<file path="src/rtl/rr_arbiter_3to8_src.sv">
// Round-robin arbiter for 8 requesters.
// Drives a 3-to-8 decoder: grant_idx is the decoder select and grant_valid
// is the decoder enable, so the decoder output is the one-hot grant vector.
//
// Handshake: a requester holds req[i] high for as long as it wants the
// resource. Ownership starts on the edge after req is seen in IDLE.
// Ownership ends on the edge after any of these: done is high, the owner's
// req bit is low, or the hold limit is reached. done has no effect unless
// grant_valid is high.
//
// After every release the FSM spends at least one cycle in IDLE with
// grant_valid low. This dead cycle stops the decoder from switching
// directly from one one-hot code to another.
module rr_arbiter_3to8_src #(
   parameter  int MAX_HOLD = 16,
   localparam int CNT_W    = $clog2(MAX_HOLD)
) (
   input  logic       clk,
   input  logic       rst_n,
   input  logic [7:0] req,
   input  logic       done,
   output logic [2:0] grant_idx,
   output logic       grant_valid,
   output logic       expired
);

   typedef enum logic {
      ST_IDLE  = 1'b0,
      ST_GRANT = 1'b1
   } state_t;

   state_t           state_q;
   logic [2:0]       grant_idx_q;
   logic             grant_valid_q;
   logic             expired_q;
   logic [2:0]       ptr_q;
   logic [CNT_W-1:0] hold_cnt_q;

   logic             pick_found;
   logic [2:0]       pick_idx;
   logic             hold_hit;
   logic             owner_req;
   logic             rel_cond;
   logic             expire_cond;

   // Choose the first requester at or after ptr, wrapping modulo 8.
   always_comb begin
      pick_found = 1'b0;
      pick_idx   = ptr_q;
      for (int k = 0; k < 8; k++) begin
         logic [2:0] idx;
         idx = ptr_q + 3'(k);
         if (!pick_found && req[idx]) begin
            pick_found = 1'b1;
            pick_idx   = idx;
         end
      end
   end

   // Work out whether the grant is released, and whether the hold limit
   // alone caused that release.
   always_comb begin
      hold_hit    = (hold_cnt_q == CNT_W'(MAX_HOLD - 1));
      owner_req   = req[grant_idx_q];
      rel_cond    = done | ~owner_req | hold_hit;
      expire_cond = ~done & owner_req & hold_hit;
   end

   // Arbiter FSM. Every output is a register, so the decoder always sees
   // clean select and enable inputs.
   always_ff @(posedge clk) begin
      if (!rst_n) begin
         state_q       <= ST_IDLE;
         grant_idx_q   <= 3'd0;
         grant_valid_q <= 1'b0;
         expired_q     <= 1'b0;
         ptr_q         <= 3'd0;
         hold_cnt_q    <= '0;
      end else begin
         expired_q <= 1'b0;
         case (state_q)
            ST_IDLE: begin
               if (pick_found) begin
                  grant_idx_q   <= pick_idx;
                  grant_valid_q <= 1'b1;
                  hold_cnt_q    <= '0;
                  state_q       <= ST_GRANT;
               end
            end
            ST_GRANT: begin
               if (rel_cond) begin
                  // grant_idx keeps its value. The decoder is disabled
                  // through grant_valid alone.
                  grant_valid_q <= 1'b0;
                  ptr_q         <= grant_idx_q + 3'd1;
                  expired_q     <= expire_cond;
                  state_q       <= ST_IDLE;
               end else begin
                  hold_cnt_q <= hold_cnt_q + CNT_W'(1);
               end
            end
            default: begin
               state_q       <= ST_IDLE;
               grant_valid_q <= 1'b0;
            end
         endcase
      end
   end

   assign grant_idx   = grant_idx_q;
   assign grant_valid = grant_valid_q;
   assign expired     = expired_q;

endmodule

</file>
<file path="config.mk">
export PLATFORM = sky130hd
export DESIGN_NAME = rr_arbiter_3to8_src
export DESIGN_NICKNAME = d
export VERILOG_FILES = /design/src/rtl/rr_arbiter_3to8_src.sv
export SDC_FILE = /design/constraint.sdc
export NUM_CORES = 1
export LEC_CHECK = 0
export CELL_PAD_IN_SITES_DETAIL_PLACEMENT = 0
export CELL_PAD_IN_SITES_GLOBAL_PLACEMENT = 2
export CORE_MARGIN = 10
export CORE_UTILIZATION = 25
export DETAILED_ROUTE_END_ITERATION = 7
export PLACE_DENSITY = 0.69
export SETUP_SLACK_MARGIN = 0.3
export SLEW_MARGIN = 20
export SYNTH_ARGS = -nofsm -noshare
export SYNTH_HDL_FRONTEND = slang
export SYNTH_SLANG_ARGS = --single-unit
</file>
<file path="constraint.sdc">
create_clock -name clk -period 3.15 [get_ports clk]
set_clock_uncertainty 0.1 [all_clocks]
set_input_delay 0.7875 -clock clk [delete_from_list [all_inputs] [get_ports clk]]
set_output_delay 0.7875 -clock clk [all_outputs]
set_load 0.01 [all_outputs]
</file>
==> flow_metrics.tcl <==
set metrics [dict create \
    status "complete, no violations" \
    post_dp_cell_area_um2 1830 \
    clk_path_buf_depth 2 \
    finalCritPeriodShare 0.878 \
    setup-violations-final 0 \
    synth-edff-count 0 \
    nets 205 \
    maxCapViolations 0 \
    cts_buffers 3 \
    grt_start_max_net_pins 14 \
    grt_pass1_vias 1454 \
    fin_area_um2 1900 \
    rows 27 \
    track_usage 0.0947 \
    crit_slowest_cell "mux4_2" \
    ys_warn_count 0 \
    yosys_most_used_dff "dfxtp_1" \
    place.gp.congestion 0.866 \
    cts-htree-levels 1 \
    crit_chain "clkdlybuf4s15_1, mux2i_1, mux4_2, a22o_4, and3_1, or4_1, o311ai_1" \
    firstDrtPassIters 4 \
    dr_total_vias 1366 \
    relSlewSlack 0.646 \
    arrival_ns 2.82 \
    rr_worst_depth 8 \
    clk-insertion-delay-late_ns 0.24 \
    cts.sinks 13 \
    die_y_um 96.0 \
    post_drt_wl_per_cell_um 16.3 \
    final_max_slew_viol_count 0 \
    clock-root-buffer "clkbuf_8" \
    hold_path_class "reg2reg" \
    synth_top_area_share 0.203 \
    grt_pass1_wl_mm 7.16 \
    vias_per_cell 5.23 \
    final_util 0.341 \
    cts_tree "done" \
    portBuffers 15 \
    dp_hpwl_mm 3.49 \
    die-area_um2 9220 \
    startpoint_type "primary input" \
    synth-async-reset-ratio 0 \
    synth_area_um2 1450 \
    die_w_um 96.0 \
    ant_nets 0 \
    num-fill-cells 567 \
    hp-start "grant_valid$_SDFFE_PN0P_" \
    finalCriticalPeriod_ns 2.77 \
    insertedDiodeCount 0 \
    yosysMostFrequentCell "nor2_1" \
    totalWireLength_mm 4.26 \
    p_leak_nw 0.739 \
    drtIter0Drc 142 \
    total_power_mw 0.874 \
    grt_overflow 0 \
    path_class "in2reg" \
    ios 16 \
    layout_setup_ws_ns 0.383 \
    ys_seq_area_frac 0.180 \
    startpoint "req[5]" \
    post-route-drc-count 0 \
    path_clk_slew_ns 0.05 \
    tightest_slew_ns 0.528 \
    crit_path_end_kind "register" \
    p_per_area_nw_per_um2 460 \
    core-area_um2 5570 \
    fmax_mhz 361 \
    synth_cell_types 50 \
    timing_hold_violations_final 0 \
    r2r_start "ptr_q[0]$_SDFFE_PN0P_" \
    hold_depth 2 \
    worstPathMaxFanout 8 \
    synth_common_cells "nor2_1, dfxtp_1, mux4_2, mux2i_1, nand2_1" \
    post-place-ws_ns -0.177 \
    cp_slowest_stage_delay_ns 0.53 \
    syn-num-nets 166 \
    layout-drive-gt1-share 0.286 \
    synthCells 151 \
    synth_top_area_cell "mux4_2" \
    ys_top_cells_by_area "mux4_2, dfxtp_1, mux2i_1, nor2_1, ha_1" \
    crit_required_ns 3.20 \
    avgSynthCellArea_um2 9.57 \
    rsz0062_at_grt "false" \
    synth_seq_cells 13 \
    hold_buffers 0 \
    initial_core_util 0.259 \
    area_growth_pct 31.5 \
    vdd_drop_max_mv 0.227 \
    antenna_found_initial 0 \
]
## state kept, by name, summed over array words and instances (netlist names)
| register | flops |
|---|---|
| state_q | 1 |
| grant_valid | 1 |
| expired | 1 |
| grant_idx | 3 |
| hold_cnt_q | 4 |
| ptr_q | 3 |
## kinds of logic (layout without fill, tap and decap cells)
family | Yosys count | in the layout | share of synthesized area
xor gates and xnor gates | 8 | 8 | 0.0485
DFF | 13 | 13 | 0.180
muxes | 30 | 30 | 0.337
adders and majority gates | 4 | 4 | 0.0346
AOI/OAI and AO/OA | 30 | 30 | 0.167
and+or+nand+nor | 52 | 52 | 0.183
buffers and inverters | 14 | 52 | 0.0502
## what timing repair did
item,4_1_cts,5_1_grt
resized for setup,8,10
setup buffers,1,0
pin swaps,0,0
setup endpoints to repair,8,5
## per-stage QoR
stage / cells / TNS (ns) / hold slack [ns]
6_report: 261 / 0 / 0.383
2_1_floorplan: 151 / 0 / 0.371
3_3_place_gp: 256 / -0.202 / 0.376
3_5_place_dp: 256 / -0.583 / 0.379
5_1_grt: 261 / 0 / 0.485
4_1_cts: 261 / 0 / 0.390
## metal layers
metal  global-route usage  routed length (um)
met5                    0                   0
met3               0.0210                 117
met1                0.118                1920
met4               0.0172                  58
met2                0.164                2160
## cell usage in the layout (no fill, tap or decap), types with 2 or more instances in the layout
| cell type | Yosys | layout |
|---|---|---|
| a211oi_1 | 2 | 2 |
| a21oi_1 | 4 | 4 |
| a31oi_1 | 2 | 2 |
| and2_1 | 3 | 3 |
| and3_1 | 4 | 4 |
| buf_4 | 1 | 25 |
| clkbuf_8 | 0 | 3 |
| clkdlybuf4s15_1 | 0 | 2 |
| clkdlybuf4s50_1 | 0 | 7 |
| dfxtp_1 | 13 | 12 |
| dlygate4sd2_1 | 0 | 5 |
| ha_1 | 4 | 3 |
| inv_1 | 7 | 7 |
| mux2_2 | 3 | 3 |
| mux2i_1 | 12 | 11 |
| mux2i_2 | 1 | 2 |
| mux4_2 | 13 | 13 |
| nand2_1 | 8 | 8 |
| nand2b_1 | 2 | 2 |
| nand3_1 | 6 | 6 |
| nand4_1 | 3 | 3 |
| nor2_1 | 18 | 18 |
| o211ai_1 | 2 | 2 |
| o21ai_0 | 2 | 2 |
| o21ai_1 | 2 | 2 |
| o311ai_1 | 1 | 2 |
| or3_1 | 2 | 2 |
| xnor2_1 | 3 | 3 |
| xor2_1 | 5 | 5 |
## layout make-up
type / count / area [um2] / share of cell area
flip-flops and latches: 13 / 264 / 0.139
repair buffers: 40 / 327 / 0.172
multi-input cells: 124 / 1140 / 0.602
inverters: 8 / 30.0 / 0.0158
clock buffers: 4 / 45.0 / 0.0237
well taps: 72 / 90.1 / 0.0474
## power breakdown
group,leakage (nW),internal (mW),switching (mW)
registers,0.107,0.181,0.0230
logic,0.609,0.268,0.257
clock network,0.0228,0.0891,0.0558
## worst max-delay path: cells and delay by family
| kind | cells | cell delay, ns |
|---|---|---|
| muxes | 2 | 0.67 |
| and+or+nand+nor | 2 | 0.67 |
| AOI/OAI and AO/OA | 2 | 0.37 |
| buffers and inverters | 1 | 0.31 |
## path summary, 6_finish.rpt
| path | end | slack [ns] |
|---|---|---|
| worst min-delay path | grant_valid$_SDFFE_PN0P_ | 0.38 |
| worst min register to register | grant_valid$_SDFFE_PN0P_ | 0.38 |
| worst max register to register | grant_idx[0]$_SDFFE_PN0P_ | 0.42 |
| worst max-delay path | grant_idx[0]$_SDFFE_PN0P_ | 0.38 |
Note: power is estimated with default switching activity, not from simulation.
